File: config.mk
export PLATFORM = sky130hd
export DESIGN_NAME = if_stage
export DESIGN_NICKNAME = d
export VERILOG_FILES = /design/src/rtl/if_stage.sv
export SDC_FILE = /design/constraint.sdc
export NUM_CORES = 1
export LEC_CHECK = 0
export CORE_ASPECT_RATIO = 1.1
export CORE_MARGIN = 2
export CORE_UTILIZATION = 40
export CTS_CLUSTER_DIAMETER = 60
export CTS_CLUSTER_SIZE = 25
export DETAILED_ROUTE_END_ITERATION = 10
export GPL_TIMING_DRIVEN = 0
export HOLD_SLACK_MARGIN = 0.02
export PLACE_DENSITY = 0.8
export SYNTH_ARGS = -nofsm -noshare
export SYNTH_HDL_FRONTEND = slang
export SYNTH_SLANG_ARGS = --single-unit
File: constraint.sdc
create_clock -name clk -period 1.8 [get_ports clk]
set_input_delay 0.36 -clock clk [delete_from_list [all_inputs] [get_ports clk]]
set_output_delay 0.36 -clock clk [all_outputs]
set_load 0.01 [all_outputs]
File: src/rtl/if_stage.sv
// Instruction fetch stage: PC register, IF/ID pipeline register and IDLE/RUN/HALT sequencing.
// Control priority in RUN: branch > stall > jump > stop > flush > normal fetch.
//
// state | meaning
// IDLE  | waiting for start_i; PC held, IF/ID loaded with bubbles
// RUN   | fetching one instruction per cycle
// HALT  | stop decoded; PC frozen, bubbles only, left only through reset
module if_stage #(
    parameter int                    DATA_WIDTH = 16,
    parameter int                    ADDR_WIDTH = 8,
    parameter logic [DATA_WIDTH-1:0] NOP_INSTR  = 16'h0000
) (
    input  logic                  clk,
    input  logic                  rst,
    input  logic                  start_i,
    input  logic                  stall_IF_ID_i,
    input  logic                  flush_IF_ID_i,
    input  logic                  JumpD_i,
    input  logic [ADDR_WIDTH-1:0] jumpAddr_i,
    input  logic                  StopD_i,
    input  logic                  BranchTakenE_i,
    input  logic [ADDR_WIDTH-1:0] branchAddrE_i,
    output logic [ADDR_WIDTH-1:0] instruction_mem_addr_o,
    input  logic [DATA_WIDTH-1:0] instruction_mem_rD_i,
    output logic [DATA_WIDTH-1:0] instrD_o,
    output logic [ADDR_WIDTH-1:0] PCD_o,
    output logic                  validD_o,
    output logic                  halted_o,
    output logic [15:0]           fetch_count_o
);

    typedef enum logic [1:0] {
        IDLE = 2'd0,
        RUN  = 2'd1,
        HALT = 2'd2
    } state_t;

    state_t                  state, state_next;
    logic [ADDR_WIDTH-1:0]   pcf, pcf_next;
    logic [DATA_WIDTH-1:0]   instr_d, instr_next;
    logic [ADDR_WIDTH-1:0]   pcd, pcd_next;
    logic                    valid_d, valid_next;
    logic [15:0]             count, count_next;
    logic [ADDR_WIDTH-1:0]   pcf_inc;

    assign pcf_inc = pcf + ADDR_WIDTH'(1);

    always_ff @(posedge clk) begin
        if (!rst) begin
            state   <= IDLE;
            pcf     <= '0;
            instr_d <= NOP_INSTR;
            pcd     <= '0;
            valid_d <= 1'b0;
            count   <= '0;
        end else begin
            state   <= state_next;
            pcf     <= pcf_next;
            instr_d <= instr_next;
            pcd     <= pcd_next;
            valid_d <= valid_next;
            count   <= count_next;
        end
    end

    always_comb begin
        state_next = state;
        pcf_next   = pcf;
        instr_next = NOP_INSTR;
        pcd_next   = '0;
        valid_next = 1'b0;
        count_next = count;
        case (state)
            IDLE: begin
                if (start_i) state_next = RUN;
            end
            RUN: begin
                if (BranchTakenE_i) begin
                    pcf_next = branchAddrE_i;
                end else if (stall_IF_ID_i) begin
                    // A stall freezes the IF/ID register rather than bubbling it.
                    instr_next = instr_d;
                    pcd_next   = pcd;
                    valid_next = valid_d;
                end else if (JumpD_i) begin
                    pcf_next = jumpAddr_i;
                end else if (StopD_i) begin
                    state_next = HALT;
                end else if (flush_IF_ID_i) begin
                    pcf_next = pcf_inc;
                end else begin
                    pcf_next   = pcf_inc;
                    instr_next = instruction_mem_rD_i;
                    pcd_next   = pcf;
                    valid_next = 1'b1;
                    count_next = (count == 16'hFFFF) ? count : count + 16'd1;
                end
            end
            HALT: begin
                state_next = HALT;
            end
            default: begin
                state_next = IDLE;
            end
        endcase
    end

    assign instruction_mem_addr_o = pcf;
    assign instrD_o               = instr_d;
    assign PCD_o                  = pcd;
    assign validD_o               = valid_d;
    assign halted_o               = (state == HALT);
    assign fetch_count_o          = count;

endmodule

==> impl_metrics.ini, run 1 <==
[run_status]
outcome = finished, final reports clean

[final_layout]
nets = 433
diodes = 0
finalCoreUtilization = 0.645
final_cell_mix = clkdlybuf4s50_1, dfxtp_1, nor2_1
final_cells = 466
finalInstanceArea_mm2 = 0.00372
syn2layout_area_growth_pct = 55.0
final_layout_size_suffix_gt1_frac = 0.141
layout_commonest_cell = clkdlybuf4s50_1

[critical_path]
regToRegSetupSlack_ns = 0.03
crit_type = flop to flop
end_kind = flop
rr_startpoint = state[1]$_SDFFE_PN0P_
critical_path_buf_inv_count = 1
critPathMaxFanout = 5
crit_path_start_kind = flop
cp_data_arrival_time_ns = 2.02
path_delay_family = simple AND/OR/NAND/NOR gates
r2r-end = fetch_count_o[14]$_SDFFE_PN0P_
reg2reg_depth = 6
cp_cell_sequence = inv_2 > ha_4 > nor3b_4 > nand4_4 > or4_4 > a21oi_2
worst_path_max_delay_cell = or4_4
required_ns = 2.04
cpPeakStageDelay_ns = 0.55

[clocking]
htreeDepth = 2
cts_tree = yes
cts_buffers = 5
clock_path_buffers = 2
cts.sinks = 51
clk_pin_slew_worst_paths_ns = 0.10
cts-root-buf = clkbuf_8
cts-hold-fix-buffers = 0
clkLatencyLatePin_ns = 0.30

[yosys]
muxShareOfSynthArea = 0.0292
ys_ff_latch = 51
synth_area_leaders = dfxtp_1, a22oi_1, nor2_1
yosysSeqAreaShare = 0.426
ys_types = 43
ys.flop_type = dfxtp_1
synth_top_area_frac = 0.426
synthCells = 277
synth_top_family_by_area = simple AND/OR/NAND/NOR gates
synth_xor_area_frac = 0.0365
synth_edf_count = 0
yosysWarnings = 0
synth_nets = 322
synth_top_cell_by_area = dfxtp_1
ys_async_sr_fraction = 0
synth_compound_area_frac = 0.198
synth.avg_cell_area_um2 = 8.66
synth-adder-area-share = 0.0261
synthSimpleGateAreaFrac = 0.241
syn-cell-area_mm2 = 0.00240

[global_routing]
grt_max_degree = 18
grt_overflow = 0
antenna_found_initial = 0
grt_pass1_vias = 2096
grt.total_usage = 0.186
grt_pass1_wl_um = 10000

[placement]
dp_hpwl_um = 4670
place_inst = 442
io_buffers = 88
place.gp.congestion = 0.800
dpl-instance-area_mm2 = 0.00338
post-place-ws_ns = -0.307

[die]
rows = 29
core-area_mm2 = 0.00577
io_pins = 90
start_util = 0.416
dieArea_mm2 = 0.00663
fp.dieH_um = 85.2
die_x_um = 77.8

[routing]
drc = 0
via_per_inst = 5.23
drt_iter0_drc = 146
wire_per_inst_um = 14.4
dr.pass1.iters = 5
vias = 2439
wirelength_um = 6730
ant_nets = 0

[timing]
max_freq_ghz = 0.563
period_needed_ns = 1.77
finalSetupViolations = 0
worst_pin_slew_ns = 0.521
finalHoldViolations = 0
timing.final.ws_setup_ns = 0.0253
fin_crit_sh = 0.986
finClkSkew_ns = 0.0112
hold_ws_ns = 0.505
relSlewSlack = 0.653
rsz0062_at_grt = yes
drv_slew = 0

[power_and_ir_drop]
pwr_density_cell_mw_per_mm2 = 674
power_switching_uw = 673
irDropWorstVdd_uv = 535
internal-power_uw = 1830
clockPowerShare = 0.328
p_leak_uw = 0.00138
swShare = 0.268
sequentialPowerShare = 0.490
combPwrFrac = 0.182

[worst_hold_path]
worst_hold_path.num_cells = 2
min_path_type = flop to flop
min_to = fetch_count_o[1]$_SDFFE_PN0P_
worstHoldStart = fetch_count_o[1]$_SDFFE_PN0P_

[flow_run]
cap_viol_max_count = 0
## power groups by stage
| stage | combinational [uW] | sequential [uW] | clock, uW |
|---|---|---|---|
| after floorplan | 206 | 1240 | 0 |
| after global placement | 408 | 1250 | 0 |
| after detailed placement | 416 | 1250 | 0 |
| after CTS | 418 | 1220 | 838 |
| after global routing | 501 | 1240 | 893 |
| final | 456 | 1230 | 822 |
## sequential cells by signal, indices dropped and copies added, names as in the netlist
signal                  cells
PCD_o                       8
fetch_count_o              16
instrD_o                   16
instruction_mem_addr_o      8
state                       2
validD_o                    1
## cell usage after synthesis, drive strengths merged (6+ instances only)
library cell and n:
nand2b 6, clkbuf 10, a21oi 23, dfxtp 51, nand2 25, xnor2 9
inv 10, nor2 36, o21ai 13, a22oi 24, nand3 11, mux2i 7
## worst reg2reg max path, cell delays in order (launching register included)
cell and delay [ns]:
dfxtp_2 0.34, inv_2 0.08, ha_4 0.15, nor3b_4 0.29
nand4_4 0.20, or4_4 0.55, a21oi_2 0.12
## stage by stage
step                total power [uW]  TNS [ns]
CTS                             2480         0
global route                    2630    -0.262
detailed placement              1660    -10.70
finish                          2510         0
floorplan                       1450         0
global placement                1650     -9.15
## layer usage
metal  track usage  vias up  wire [um]
met1         0.245     1146       3030
met4        0.0438        0          8
met3        0.0383        3        322
li1              -     1221          -
met5             0        -          0
met2         0.313       69       3370
## worst max path at each step
stage,from,end,slack [ns],cells past startpoint
after floorplan,fetch_count_o[0]$_SDFFE_PN0P_,fetch_count_o[5]$_SDFFE_PN0P_,0.16,6
after global placement,BranchTakenE_i,instruction_mem_addr_o[2]$_SDFFE_PN0P_,-0.29,6
after detailed placement,BranchTakenE_i,instruction_mem_addr_o[2]$_SDFFE_PN0P_,-0.31,6
after CTS,state[1]$_SDFFE_PN0P_,fetch_count_o[6]$_SDFFE_PN0P_,0.008,7
after global routing,state[1]$_SDFFE_PN0P_,fetch_count_o[11]$_SDFFE_PN0P_,-0.09,7
final,state[1]$_SDFFE_PN0P_,fetch_count_o[14]$_SDFFE_PN0P_,0.03,6
## area by class of cell
class                   count  area, um2
inverters                  10       37.5
clock inverters             3       46.3
flip-flops and latches     51       1030
repair buffers            102        997
multi-input cells         203       1370
clock buffers               5       68.8
plain buffers              15       75.1
well taps                  77       96.3
fillers                   473       2050
## logic make-up after synthesis
kind of cell,Yosys count
AOI/OAI and AO/OA,73
adders and majority gates,5
muxes,7
xor gates and xnor gates,10
buffers and inverters,25
DFF,51
and+or+nand+nor,106
## repair_timing
item	4_1_cts	5_1_grt
resized for setup	0	28
pin swaps	1	12
gates cloned	0	2
endpoints found under the setup margin	3	45
setup buffers	0	14
(Power assumes the default switching activity.)
==> run 2: changes to the inputs <==
--- a/config.mk
+++ b/config.mk
@@ -14,6 +14,7 @@
 export GPL_TIMING_DRIVEN = 0
 export HOLD_SLACK_MARGIN = 0.02
 export PLACE_DENSITY = 0.8
+export REMOVE_ABC_BUFFERS = 1
 export SYNTH_ARGS = -nofsm -noshare
 export SYNTH_HDL_FRONTEND = slang
 export SYNTH_SLANG_ARGS = --single-unit
==> run 2 against run 1 <==
  * Largest cell class unchanged
  * Worst hold slack improved by 0.0074 ns
  * Clock-buffer cell count rose by 1
  * Worst setup slack better by 0.021 ns
  * Via count decreased by 1.4%
  * Final area down 4.1%
  * First-iteration DRC count fell by 29%
  * Combinational power shrank 7.2%
  * Sequential power about the same
==> impl_metrics.ini, run 2 (synthesis results as in run 1) <==
[run_status]
outcome = finished, final reports clean

[timing]
timing.final.ws_setup_ns = 0.0461
max_freq_ghz = 0.570
period_needed_ns = 1.75
relSlewSlack = 0.527
hold_ws_ns = 0.512
finClkSkew_ns = 0.00790
drv_slew = 0
worst_pin_slew_ns = 0.704
finalHoldViolations = 0
fin_crit_sh = 0.974
finalSetupViolations = 0

[power_and_ir_drop]
pwr_density_cell_mw_per_mm2 = 701
irDropWorstVdd_uv = 427
p_leak_uw = 0.00130

[die]
die_x_um = 77.8
dieArea_mm2 = 0.00663
start_util = 0.416
fp.dieH_um = 85.2
io_pins = 90
rows = 29
core-area_mm2 = 0.00577

[placement]
place.gp.congestion = 0.817
place_inst = 428
io_buffers = 89
dp_hpwl_um = 4300
dpl-instance-area_mm2 = 0.00332
post-place-ws_ns = -1.34

[global_routing]
grt.total_usage = 0.195
grt_pass1_vias = 2226
grt_max_degree = 31
antenna_found_initial = 0
grt_pass1_wl_um = 10400
grt_overflow = 0

[clocking]
clkLatencyLatePin_ns = 0.31
cts-root-buf = clkbuf_8
clk_pin_slew_worst_paths_ns = 0.10
clock_path_buffers = 2
htreeDepth = 2
cts-hold-fix-buffers = 0
cts.sinks = 51
cts_tree = yes
cts_buffers = 5

[final_layout]
final_cell_mix = clkdlybuf4s50_1, dfxtp_1, nor2_1
final_layout_size_suffix_gt1_frac = 0.104
final_cells = 444
layout_commonest_cell = clkdlybuf4s50_1
finalInstanceArea_mm2 = 0.00357
fill_cells = 487
syn2layout_area_growth_pct = 48.7
finalCoreUtilization = 0.618
regArea_mm2 = 0.00102
nets = 411
multi_input_area_mm2 = 0.00134
diodes = 0

[critical_path]
critPathMaxFanout = 5
cp_data_arrival_time_ns = 1.94
crit_type = flop to flop
end_kind = flop
required_ns = 1.99
crit_path_start_kind = flop
reg2reg_depth = 6

[routing]
drt_iter0_drc = 103
drc = 0
wire_per_inst_um = 14.7
vias = 2405
ant_nets = 0
dr.pass1.iters = 5
via_per_inst = 5.42
wirelength_um = 6510

[flow_run]
cap_viol_max_count = 0

[worst_hold_path]
min_path_type = flop to flop
worst_hold_path.num_cells = 2
run 2: metrics by stage:
stage               power [uW]  setup TNS [ns]
finish                    2500               0
global route              2620         -0.0996
CTS                       2500               0
detailed placement        1660          -53.16
global placement          1650          -52.38
floorplan                 1420               0
run 2: path summary, 6_finish.rpt:
| check | slack (ns) | to | from |
|---|---|---|---|
| worst max register to register | 0.05 | fetch_count_o[12]$_SDFFE_PN0P_ | state[0]$_SDFFE_PN0P_ |
| worst min register to register | 0.51 | validD_o$_SDFFE_PP0N_ | validD_o$_SDFFE_PP0N_ |
| worst max-delay path | 0.05 | fetch_count_o[12]$_SDFFE_PN0P_ | state[0]$_SDFFE_PN0P_ |
| worst min-delay path | 0.51 | validD_o$_SDFFE_PP0N_ | validD_o$_SDFFE_PP0N_ |
run 2: metal layers:
layer  GRT usage  part of all wire  up-vias
met2       0.334              0.48       76
met4      0.0519             0.014        0
li1            -                 -     1168
met3      0.0532             0.065        9
met5           0                 0        -
met1       0.242              0.44     1152
run 2: layout make-up:
cell class,instances,area share
Multi-Input combinational cell,203,0.377
Sequential cell,51,0.287
Timing Repair Buffer,95,0.265
Tap cell,77,0.0270
Clock buffer,6,0.0231
Clock inverter,2,0.0109
Inverter,10,0.0105
run 2: what timing repair did:
item                       4_1_cts  5_1_grt
setup endpoints to repair       51       26
pin swaps                        2        2
resized for setup               14       15
buffers inserted                 2        4
cloned                           1        1
run 2: worst max-delay path: stages, from the launching register on:
cell	delay [ns]
dfxtp_1	0.39
ha_4	0.17
nor3b_4	0.33
nand4_4	0.20
nor3b_1	0.34
xnor2_1	0.17
nor2_1	0.05
run 2: report_power, final:
part	total, uW	internal [uW]	switching (uW)
clock network	852	458	394
logic	423	217	206
registers	1230	1170	59.0
==> run 3: changes to the inputs <==
--- a/config.mk
+++ b/config.mk
@@ -11,9 +11,10 @@
 export CTS_CLUSTER_DIAMETER = 60
 export CTS_CLUSTER_SIZE = 25
 export DETAILED_ROUTE_END_ITERATION = 10
+export DONT_BUFFER_PORTS = 1
 export GPL_TIMING_DRIVEN = 0
 export HOLD_SLACK_MARGIN = 0.02
-export PLACE_DENSITY = 0.8
+export PLACE_DENSITY = 0.6
 export REMOVE_ABC_BUFFERS = 1
 export SYNTH_ARGS = -nofsm -noshare
 export SYNTH_HDL_FRONTEND = slang
==> run 3 against run 2 <==
  * Wire length is 11% lower
  * Combinational power decreased by 39%
  * Flip-flop and latch count is the same
  * Sequential share of layout area up 10 points
  * First-iteration DRC count fell by 38%
  * Critical path type unchanged
  * Clock skew is 0.0039 ns higher
  * Non-clock buffer count decreased by 87
  * Sequential power barely moved
  * Die area stayed put
  * Largest cell class unchanged
  * Critical path depth unchanged
  * Global-route usage down 1.9 points
  * Maximum frequency rose by 2.8%
==> impl_metrics.ini, run 3 (synthesis results as in run 1) <==
[run_status]
outcome = finished, final reports clean

[global_routing]
grt_pass1_wl_um = 9430
antenna_found_initial = 0
grt.total_usage = 0.176
grt_pass1_vias = 1972
grt_overflow = 0
grt_max_degree = 30

[clocking]
htreeDepth = 2
cts-hold-fix-buffers = 0
cts.sinks = 51
clk_pin_slew_worst_paths_ns = 0.11
clkLatencyLatePin_ns = 0.32
clock_path_buffers = 2
cts_tree = yes
cts-root-buf = clkbuf_8
cts_buffers = 5

[final_layout]
finalInstanceArea_mm2 = 0.00263
finalCoreUtilization = 0.456
final_layout_size_suffix_gt1_frac = 0.129
final_cells = 356
diodes = 0
final_cell_mix = dfxtp_1, nor2_1, a22oi_1
nets = 323
layout_commonest_cell = dfxtp_1
syn2layout_area_growth_pct = 9.70

[routing]
via_per_inst = 5.75
dr.pass1.iters = 4
vias = 2046
drt_iter0_drc = 64
drc = 0
wire_per_inst_um = 16.3
wirelength_um = 5800
ant_nets = 0

[critical_path]
critical_path_buf_inv_count = 1
worst_path_max_delay_cell = or4_1
end_kind = flop
crit_path_start_kind = flop
cpPeakStageDelay_ns = 0.43
cp_data_arrival_time_ns = 1.95
path_delay_family = simple AND/OR/NAND/NOR gates
cp_cell_sequence = inv_2 > ha_4 > nor3b_4 > nand4_4 > or4_1 > a21oi_1
critPathMaxFanout = 5
crit_type = flop to flop
required_ns = 2.04

[die]
io_pins = 90
die_x_um = 77.8
start_util = 0.416
core-area_mm2 = 0.00577
fp.dieH_um = 85.2
rows = 29
dieArea_mm2 = 0.00663

[timing]
finalHoldViolations = 0
rsz0062_at_grt = yes
period_needed_ns = 1.71
fin_crit_sh = 0.948
finalSetupViolations = 0
finClkSkew_ns = 0.0118
worst_pin_slew_ns = 1.29
drv_slew = 0
max_freq_ghz = 0.586
relSlewSlack = 0.136

[placement]
dpl-instance-area_mm2 = 0.00243
dp_hpwl_um = 3900
io_buffers = 0
place.gp.congestion = 0.783
place_inst = 339

[power_and_ir_drop]
p_leak_uw = 0.000937
pwr_density_cell_mw_per_mm2 = 839
irDropWorstVdd_uv = 445

[worst_hold_path]
min_path_type = primary input to flop

[flow_run]
cap_viol_max_count = 0
run 3: changes by cell type in the layout (fill, tap and decap cells not counted), sizes merged:
cell	before	now
inv	11	12
clkdlybuf4s50	82	0
clkinv	0	1
buf	7	8
dlymetal6s2s	2	0
nor4	5	4
clkdlybuf4s15	2	0
bufinv	1	0
dlygate4sd2	1	0
clkbuf	7	5
run 3: per-stage QoR:
| step | setup TNS (ns) | total power [uW] | worst slack (ns) | hold WS, ns |
|---|---|---|---|---|
| 2_1_floorplan | 0 | 1420 | 0.159 | 0.487 |
| 3_3_place_gp | -1.16 | 1470 | -0.0562 | 0.502 |
| 3_5_place_dp | -2.09 | 1480 | -0.104 | 0.504 |
| 4_1_cts | 0 | 2180 | 0.00515 | 0.162 |
| 5_1_grt | -0.0171 | 2310 | -0.0105 | 0.161 |
| 6_report | 0 | 2210 | 0.0933 | 0.172 |
run 3: final timing paths:
| path | startpoint | to | slack, ns | cells past startpoint |
|---|---|---|---|---|
| worst min register to register | fetch_count_o[1]$_SDFFE_PN0P_ | fetch_count_o[1]$_SDFFE_PN0P_ | 0.52 | 2 |
| worst max-delay path | state[1]$_SDFFE_PN0P_ | fetch_count_o[14]$_SDFFE_PN0P_ | 0.09 | 6 |
| worst max register to register | state[1]$_SDFFE_PN0P_ | fetch_count_o[14]$_SDFFE_PN0P_ | 0.09 | 6 |
| worst min-delay path | rst | instruction_mem_addr_o[6]$_SDFFE_PN0P_ | 0.17 | 2 |
run 3: where the power goes:
group          switching [uW]  internal [uW]
clock                     422            287
sequential               75.4           1170
combinational             134            122
run 3: per-layer routing:
layer	vias up	global-route usage	share of wire	wire length [um]
met5	-	0	0	0
met1	968	0.214	0.41	2390
met4	0	0.0503	0.011	63
met3	6	0.0840	0.096	556
met2	79	0.279	0.48	2780
li1	993	-	-	-
run 3: what timing repair did:
item                       4_1_cts  5_1_grt
pin swaps                        1        5
buffers inserted                 1        7
setup endpoints to repair        9       40
gates cloned                     0        1
gates resized for setup          1       10
run 3: cell type report:
type                       instances  area, um2
fill                             560       3140
multi-input combinational        202       1320
sequential                        51       1030
tap                               77       96.3
clock buffer                       5       68.8
timing repair buffer               8       60.1
inverter                          10       37.5
clock inverter                     3       26.3
